$ cat config.mk
export PLATFORM = sky130hd
export DESIGN_NAME = s15850_pred_pipe
export DESIGN_NICKNAME = d
export VERILOG_FILES = /design/src/rtl/s15850_pred_pkg.sv /design/src/rtl/s15850_pred_lane.sv /design/src/rtl/s15850_pred_pipe.sv
export SDC_FILE = /design/constraint.sdc
export NUM_CORES = 1
export LEC_CHECK = 0
export BUFFER_PORTS_ARGS = -buffer_cell sky130_fd_sc_hd__buf_4
export CAP_MARGIN = 20
export CORE_ASPECT_RATIO = 2
export CORE_UTILIZATION = 40
export CTS_CLUSTER_DIAMETER = 80
export CTS_CLUSTER_SIZE = 24
export DETAILED_ROUTE_END_ITERATION = 10
export GPL_TIMING_DRIVEN = 0
export HOLD_SLACK_MARGIN = 0.02
export PLACE_DENSITY = 0.74
export SYNTH_ARGS = -nofsm -noshare
export SYNTH_HDL_FRONTEND = slang
export SYNTH_SLANG_ARGS = --single-unit
$ cat constraint.sdc
create_clock -name CK -period 2 [get_ports CK]
set_input_delay 0.2 -clock CK [delete_from_list [all_inputs] [get_ports CK]]
set_output_delay 0.2 -clock CK [all_outputs]
set_load 0.05 [all_outputs]
$ cat src/rtl/s15850_pred_pkg.sv
// Shared types and helpers for the s15850 predicate pipeline.
// Optional parity feature macro: S15850_PRED_PARITY_EN (used by s15850_pred_lane).
package s15850_pred_pkg;

    // Channel class derived from the 4-bit state code.
    typedef enum logic [1:0] {
        IDLE = 2'd0,
        LO   = 2'd1,
        HI   = 2'd2
    } pred_class_e;

    // Bit positions inside each channel's 3-bit cfg slice {pol, en_hi, en_lo}.
    localparam int unsigned CFG_EN_LO = 0;
    localparam int unsigned CFG_EN_HI = 1;
    localparam int unsigned CFG_POL   = 2;
    localparam int unsigned CFG_W     = 3;

    function automatic pred_class_e classify(input logic [3:0] code);
        if (code == 4'd0) begin
            return IDLE;
        end else if (code[3]) begin
            return HI;
        end else begin
            return LO;
        end
    endfunction

endpackage

$ cat src/rtl/s15850_pred_lane.sv
// One channel of the predicate pipeline: stage-1 classification, stage-2
// predicate and a saturating hit counter. Pipeline control lives in the top.
// Macro S15850_PRED_PARITY_EN adds field parity and gates the HI match on it.
module s15850_pred_lane
    import s15850_pred_pkg::*;
#(
    parameter int unsigned FW    = 4,
    parameter int unsigned CNT_W = 8
) (
    input  logic             CK,
    input  logic             RST,
    input  logic             s1_load,
    input  logic             s2_load,
    input  logic             accept,
    input  logic             clr_cnt,
    input  logic [3:0]       code,
    input  logic [FW-1:0]    field,
    input  logic [CFG_W-1:0] cfg,
    output logic             hit,
    output logic             par,
    output logic [CNT_W-1:0] cnt
);

    localparam logic [CNT_W-1:0] CNT_MAX = '1;

    pred_class_e s1_class;
    logic        s1_fz;
    logic        s1_fo;
    logic        s1_par;
    logic        s1_pol;
    logic        s1_en_hi;
    logic        s1_en_lo;
    logic        field_par;
    logic        match;

`ifdef S15850_PRED_PARITY_EN
    assign field_par = ^field;
`else
    assign field_par = 1'b0;
`endif

    // Stage 1: capture class, field flags and config of the accepted beat.
    always_ff @(posedge CK or posedge RST) begin
        if (RST) begin
            s1_class <= IDLE;
            s1_fz    <= 1'b0;
            s1_fo    <= 1'b0;
            s1_par   <= 1'b0;
            s1_pol   <= 1'b0;
            s1_en_hi <= 1'b0;
            s1_en_lo <= 1'b0;
        end else if (s1_load) begin
            s1_class <= classify(code);
            s1_fz    <= (field == '0);
            s1_fo    <= (&field);
            s1_par   <= field_par;
            s1_pol   <= cfg[CFG_POL];
            s1_en_hi <= cfg[CFG_EN_HI];
            s1_en_lo <= cfg[CFG_EN_LO];
        end
    end

    // Predicate from the stage-1 flags; s1_par is constant 0 without parity.
    always_comb begin
        match = 1'b0;
        unique case (s1_class)
            HI:      match = s1_fo & s1_en_hi & ~s1_par;
            LO:      match = s1_fz & s1_en_lo;
            default: match = 1'b0;
        endcase
    end

    // Stage 2: result register, held while the output is stalled.
    always_ff @(posedge CK or posedge RST) begin
        if (RST) begin
            hit <= 1'b0;
            par <= 1'b0;
        end else if (s2_load) begin
            hit <= match ^ s1_pol;
            par <= s1_par;
        end
    end

    // Saturating hit counter; clear takes priority over a coincident acceptance.
    always_ff @(posedge CK or posedge RST) begin
        if (RST) begin
            cnt <= '0;
        end else if (clr_cnt) begin
            cnt <= '0;
        end else if (accept && hit && (cnt != CNT_MAX)) begin
            cnt <= cnt + 1'b1;
        end
    end

endmodule

$ cat src/rtl/s15850_pred_pipe.sv
// Two-stage valid/ready predicate pipeline over CH channels with per-channel
// saturating hit counters and a sticky any_hit flag.
// Optional feature macro: S15850_PRED_PARITY_EN (field parity on par output).
module s15850_pred_pipe
    import s15850_pred_pkg::*;
#(
    parameter int unsigned FW    = 4,
    parameter int unsigned CH    = 2,
    parameter int unsigned CNT_W = 8
) (
    input  logic                CK,
    input  logic                RST,
    input  logic                in_valid,
    output logic                in_ready,
    input  logic [CH*4-1:0]     code,
    input  logic [CH*FW-1:0]    field,
    input  logic [CH*CFG_W-1:0] cfg,
    output logic                out_valid,
    input  logic                out_ready,
    output logic [CH-1:0]       hit,
    output logic [CH-1:0]       par,
    input  logic                clr_cnt,
    output logic [CH*CNT_W-1:0] cnt,
    output logic                any_hit
);

    logic s1_valid;
    logic s2_valid;
    logic s1_adv;
    logic s2_adv;
    logic in_fire;
    logic s2_fill;
    logic accept;

    // Handshake: in_ready is combinational from out_ready through s2_adv.
    always_comb begin
        s2_adv   = !s2_valid || out_ready;
        s1_adv   = !s1_valid || s2_adv;
        in_ready = s1_adv;
        in_fire  = in_valid && in_ready;
        s2_fill  = s1_valid && s2_adv;
        accept   = s2_valid && out_ready;
    end

    assign out_valid = s2_valid;

    // Stage valid flags.
    always_ff @(posedge CK or posedge RST) begin
        if (RST) begin
            s1_valid <= 1'b0;
            s2_valid <= 1'b0;
        end else begin
            if (s1_adv) begin
                s1_valid <= in_valid;
            end
            if (s2_adv) begin
                s2_valid <= s1_valid;
            end
        end
    end

    // Sticky any_hit; clear wins over a coincident acceptance.
    always_ff @(posedge CK or posedge RST) begin
        if (RST) begin
            any_hit <= 1'b0;
        end else if (clr_cnt) begin
            any_hit <= 1'b0;
        end else if (accept && (|hit)) begin
            any_hit <= 1'b1;
        end
    end

    for (genvar c = 0; c < CH; c++) begin : g_lane
        s15850_pred_lane #(
            .FW   (FW),
            .CNT_W(CNT_W)
        ) u_lane (
            .CK     (CK),
            .RST    (RST),
            .s1_load(in_fire),
            .s2_load(s2_fill),
            .accept (accept),
            .clr_cnt(clr_cnt),
            .code   (code[4*c +: 4]),
            .field  (field[FW*c +: FW]),
            .cfg    (cfg[CFG_W*c +: CFG_W]),
            .hit    (hit[c]),
            .par    (par[c]),
            .cnt    (cnt[CNT_W*c +: CNT_W])
        );
    end

endmodule

[After elaboration in Yosys (flattened, before gate mapping)]
Cells that the tools add are included.
Widths: inputs -> output; s select.
Operators by class
  add/subtract/negate cells: 2
  equal/unequal tests: 6
  multiplexer cells: 12
  bitwise gates (word level): 6
  reduce and logical (&&, ||, !) cells: 22
Operators with widths (number)
  $mux 8: 4
  $add 8x1->8 const B: 2
  $logic_not 4->1: 4
  $ne 8x8->1 const B: 2
  $logic_and 1x1->1: 8
  $mux 2: 4
  $reduce_and 4->1: 2
  $reduce_bool 2->1: 3
  $and 1x1->1: 4
  $eq 2x1->1 const B: 2
  $eq 2x2->1 const B: 2
  $pmux 1 s2: 2
  $logic_not 1->1: 2
  $logic_or 1x1->1: 2
  $mux 1: 2
  $reduce_or 2->1: 1
  $xor 1x1->1: 2
Word-level totals
  bits in registers: 35
  input port bits: 27
  output and inout bits: 23
  logic and storage cells: 67

[Longest topological paths before layout]
  word-level depth: 5
  mapped depth: 6
  gate-level depth less buffers: 6

[Modules after synthesis]
Synthesis repeated with hierarchy kept, for this count alone.
Unflattened totals
  cell total of the unflattened synthesis: 186
  area total of the unflattened synthesis: 1938.1 µm²
By module, submodules not included
  s15850_pred_lane: instances 2, cells an instance 86, area each 898.4 µm², sequential area each 400.4 µm²
  s15850_pred_pipe: instances 1, cells an instance 14, area each 141.4 µm², sequential area each 75.1 µm²

[Worst setup path after synthesis]
No wires, ideal clock.
  path type: register to register
  start: register s2_valid, in the netlist out_valid
  end: register g_lane[0].u_lane.s1_class[1]
  library setup time: 125 ps
  arrival time: 2032 ps
  data required time: 1875 ps
  setup slack: -157 ps
  stages on the path, launching flop included: 5
  buffers on the path: 1
  clock period less this slack: 2157 ps
  cell sequence: dfrtp_1 -> nand3b_1 -> nand2_1 -> buf_2 -> mux2_2
On the way
  cells in the longest elaborated chain, start to end: 4
Ends and longest elaborated chain
  start: declaration: RTL line s15850_pred_pipe.sv:28  | logic s2_valid;
  start signal: assignment: RTL line s15850_pred_pipe.sv:57  | s2_valid <= s1_valid;
  $logic_not 1->1: RTL line s15850_pred_pipe.sv:37  | s2_adv = !s2_valid || out_ready;
  $logic_or 1x1->1: RTL line s15850_pred_pipe.sv:37
  $logic_or 1x1->1: RTL line s15850_pred_pipe.sv:38  | s1_adv = !s1_valid || s2_adv;
  named net in_ready: RTL line s15850_pred_pipe.sv:14  | output logic in_ready,
  $logic_and 1x1->1: RTL line s15850_pred_pipe.sv:40  | in_fire = in_valid && in_ready;
  end signal: assignment: RTL line s15850_pred_lane.sv:53  | s1_class <= classify(code);
  end: declaration: RTL line s15850_pred_lane.sv:26  | pred_class_e s1_class;
The timed path passes the listed nets, and every way through them passes these cells.
A chain may end at the register's enable or synchronous reset.

[Worst setup path in the final report]
  start: register g_lane[0].u_lane.cnt[0]
  end: register g_lane[0].u_lane.cnt[5]
On the way
  cells in the longest elaborated chain, start to end: 3
  elaborated cells on any way between the ends: 6
  classes of those cells: add/sub: 1; eq/ne: 1; mux: 2; reduce/logical: 2
Ends and longest elaborated chain
  start: declaration: RTL line s15850_pred_lane.sv:21  | output logic [CNT_W-1:0] cnt
  start signal: assignment: RTL line s15850_pred_lane.sv:91  | cnt <= cnt + 1'b1;
  $add 8x1->8 or $ne 8x8->1 (tied branches): RTL line s15850_pred_lane.sv:91, s15850_pred_lane.sv:90
  $mux 8 or $logic_and 1x1->1 (tied branches): RTL line s15850_pred_lane.sv:90  | end else if (accept && hit && (cnt != CNT_MAX)) begin
  $mux 8 or $reduce_bool 2->1 (tied branches)
Several ways; a longest one is shown, not always the timed one. The select of a mux whose other input is x is not followed.

==> summary.txt <==
DRT antenna net count - 0
pwr/cell area - 740 mW/mm2
Pins Over Slew Limit - 0
pin count of the biggest net entering global routing - 25
# IOs - 50
Die Span Y - 95.6 um
share of cells above drive strength 1 - 33.2%
via count - 1,457
Root Buffer - clkbuf_8
Worst Setup End Kind - flip-flop
Resized Gates After CTS - 0
dpl hpwl - 2.83 mm
sequential area share after synthesis - 50.0%
crit-path max cell delay - 460 ps
core area - 0.00413 mm2
RSZ-0062 raised after global routing - false
Starting DRT DRC Count - 8
Post-Syn Instances - 172
leakage power - 1.07 nW
Unique masters post-synth - 39
cell area after layout - 0.00230 mm2
Arrival @ worst endpoint - 2020 ps
Site Rows - 33
synth warn - 0
Max VDD drop - 0.000561 V
drt wl/cell - 12.8 um
antenna cells - 0
layout filler cell count - 382
antenna violations before repair - 0
Post-synth EDFFs - 0
gpl congestion - 0.794
Area growth syn-to-layout - 31.6%
CP required - 2210 ps
first-pass GRT wire length - 6.03 mm
clock latency at the later pin of the worst-skew pair - 280 ps
DIE AREA - 0.00466 mm2
flop-to-flop setup slack - 190 ps
DRC - 0
Slowest-stage cell, CP - or4_1
vias per inst - 5.19
Num CTS Buffers - 5
Yosys reg bits - 35
Nets - 261
CTS Buffer Depth - 2
Most used DFF post-synth - dfrtp_1
Die Wd - 48.8 um
Slew Limit Headroom - 63.7%
Final Skew - 5.13 ps
Final setup viols - 0
Post-Route WL - 3.60 mm
vias in the first global route - 1,428
crit path cell chain - ha_1, and3_1, a21o_4, or4_1, a21oi_1
fin crit share - 90.6%
gr ovfl total - 0
Hold Slack - 116 ps
worst hold-check path type - primary input to flip-flop
crit-path max FO - 6
WP buf/inv - 0
FF+latch area - 877 um2
dpl cell area - 0.00219 mm2
Final Hold Viols - 0
DRT Pass-1 Iters - 4
H-tree levels - 2
maximum clock rate - 552 MHz
CP startpoint kind - flip-flop
Clock transition at path regs - 70 ps
maxcap violations - 0
postcts setup bufs - 0
multi-input logic area - 803 um2
Setup TNS - 0 ps
status - completed
Starting Density - 42.4%
TritonCTS clock tree - yes
Tmin final - 1810 ps
Mapped Area - 0.00175 mm2
critical path's top delay family - simple AND/OR/NAND/NOR gates
Final Power - 0.00171 W
gr usage total - 16.9%
TritonCTS Sinks - 35
Post-CTS Hold Buffers - 1
Async SR Flop Fraction - 100%
type of the worst setup path - flip-flop to flip-flop
Avg Cell Area, Syn - 10.2 um2
worst-margin pin slew - 544 ps
Port Buffer Count - 46
-- kinds of logic after synthesis --
kind of cell             synth area share, %
XOR/XNOR                                4.00
AND/OR/NAND/NOR                         20.2
buffers and inverters                   4.36
adder cells (fa/ha/maj)                 4.29
AO/OA/AOI/OAI                           10.1
flip-flops                              50.0
other                                  0.214
multiplexers                            6.86
-- power breakdown --
part	switching, W	total [W]	internal [W]
logic	0.000191	0.000338	0.000147
registers	0.0000508	0.000814	0.000763
clock network	0.000240	0.000554	0.000314
total	0.000481	0.00171	0.00122
-- flip-flops by register name, summed over array words and instances (netlist names), 2 cells and up --
register,cells
g_lane.u_lane.s1_en_lo,2
g_lane.u_lane.s1_class,4
g_lane.u_lane.s1_pol,2
g_lane.u_lane.cnt,16
g_lane.u_lane.s1_en_hi,2
g_lane.u_lane.hit,2
g_lane.u_lane.s1_fz,2
g_lane.u_lane.s1_fo,2
-- through the flow --
stage	setup WS (ps)	cells	utilization [%]
final	189	281	55.8
after global routing	127	281	55.8
after CTS	183	281	55.8
after detailed placement	205	272	53.2
after global placement	230	271	52.5
after floorplan	21.5	173	-
-- worst reg2reg max path: stages, from the launching register on --
cell	delay, ps
dfrtp_1	430
ha_1	240
and3_1	200
a21o_4	250
or4_1	460
a21oi_1	150
-- cell usage after synthesis (all sizes together), types with 4 or more instances --
master	instances	area, um2
a21oi	7	35.0
buf	6	38.8
dfrtp	35	876
ha	6	75.1
inv	8	30.0
mux2	8	90.1
nand2	15	56.3
nand3	11	60.1
nand4	5	31.3
nor2	14	52.6
nor3	4	20.0
o21ai	10	50.1
o31ai	4	30.0
or4	4	31.3
xnor2	5	43.8
-- per-layer routing --
layer  GRT usage (%)  vias to the layer above  share of wire (%)
met2            33.2                       36                 58
met5               0                        -                  0
met1            16.0                      701                 36
met4            9.56                        0                2.7
li1                -                      713                  -
met3            2.87                        7                2.9
-- layout by cell type, fill, tap and decap left out, drive strengths merged, types with 7 or more instances in the layout --
cell,Yosys,routed
nand3,11,11
nand2,15,15
mux2,8,8
dfrtp,35,35
o21ai,10,10
clkbuf,2,10
inv,8,8
a21oi,7,7
buf,6,53
nor2,14,14
-- final timing paths --
| check | start | to | cells after the start |
|---|---|---|---|
| setup / recovery | g_lane[0].u_lane.cnt[0] | g_lane[0].u_lane.cnt[5] | 5 |
| hold / removal | code[3] | g_lane[0].u_lane.s1_class[0] | 2 |
| setup reg to reg | g_lane[0].u_lane.cnt[0] | g_lane[0].u_lane.cnt[5] | 5 |
| hold reg to reg | s1_valid | out_valid | 1 |
| max in group asynchronous | RST | out_valid | 4 |
| min in group asynchronous | RST | g_lane[1].u_lane.cnt[4] | 3 |
-- cell type report --
class                   count  share of cell area (%)
plain buffers               8                    2.01
clock buffers               8                    4.34
inverters                   8                    1.30
multi-input cells         122                    34.9
flip-flops and latches     35                    38.1
well taps                  52                    2.82
repair buffers             48                    16.6
Note: power is estimated with default switching activity, not from simulation.
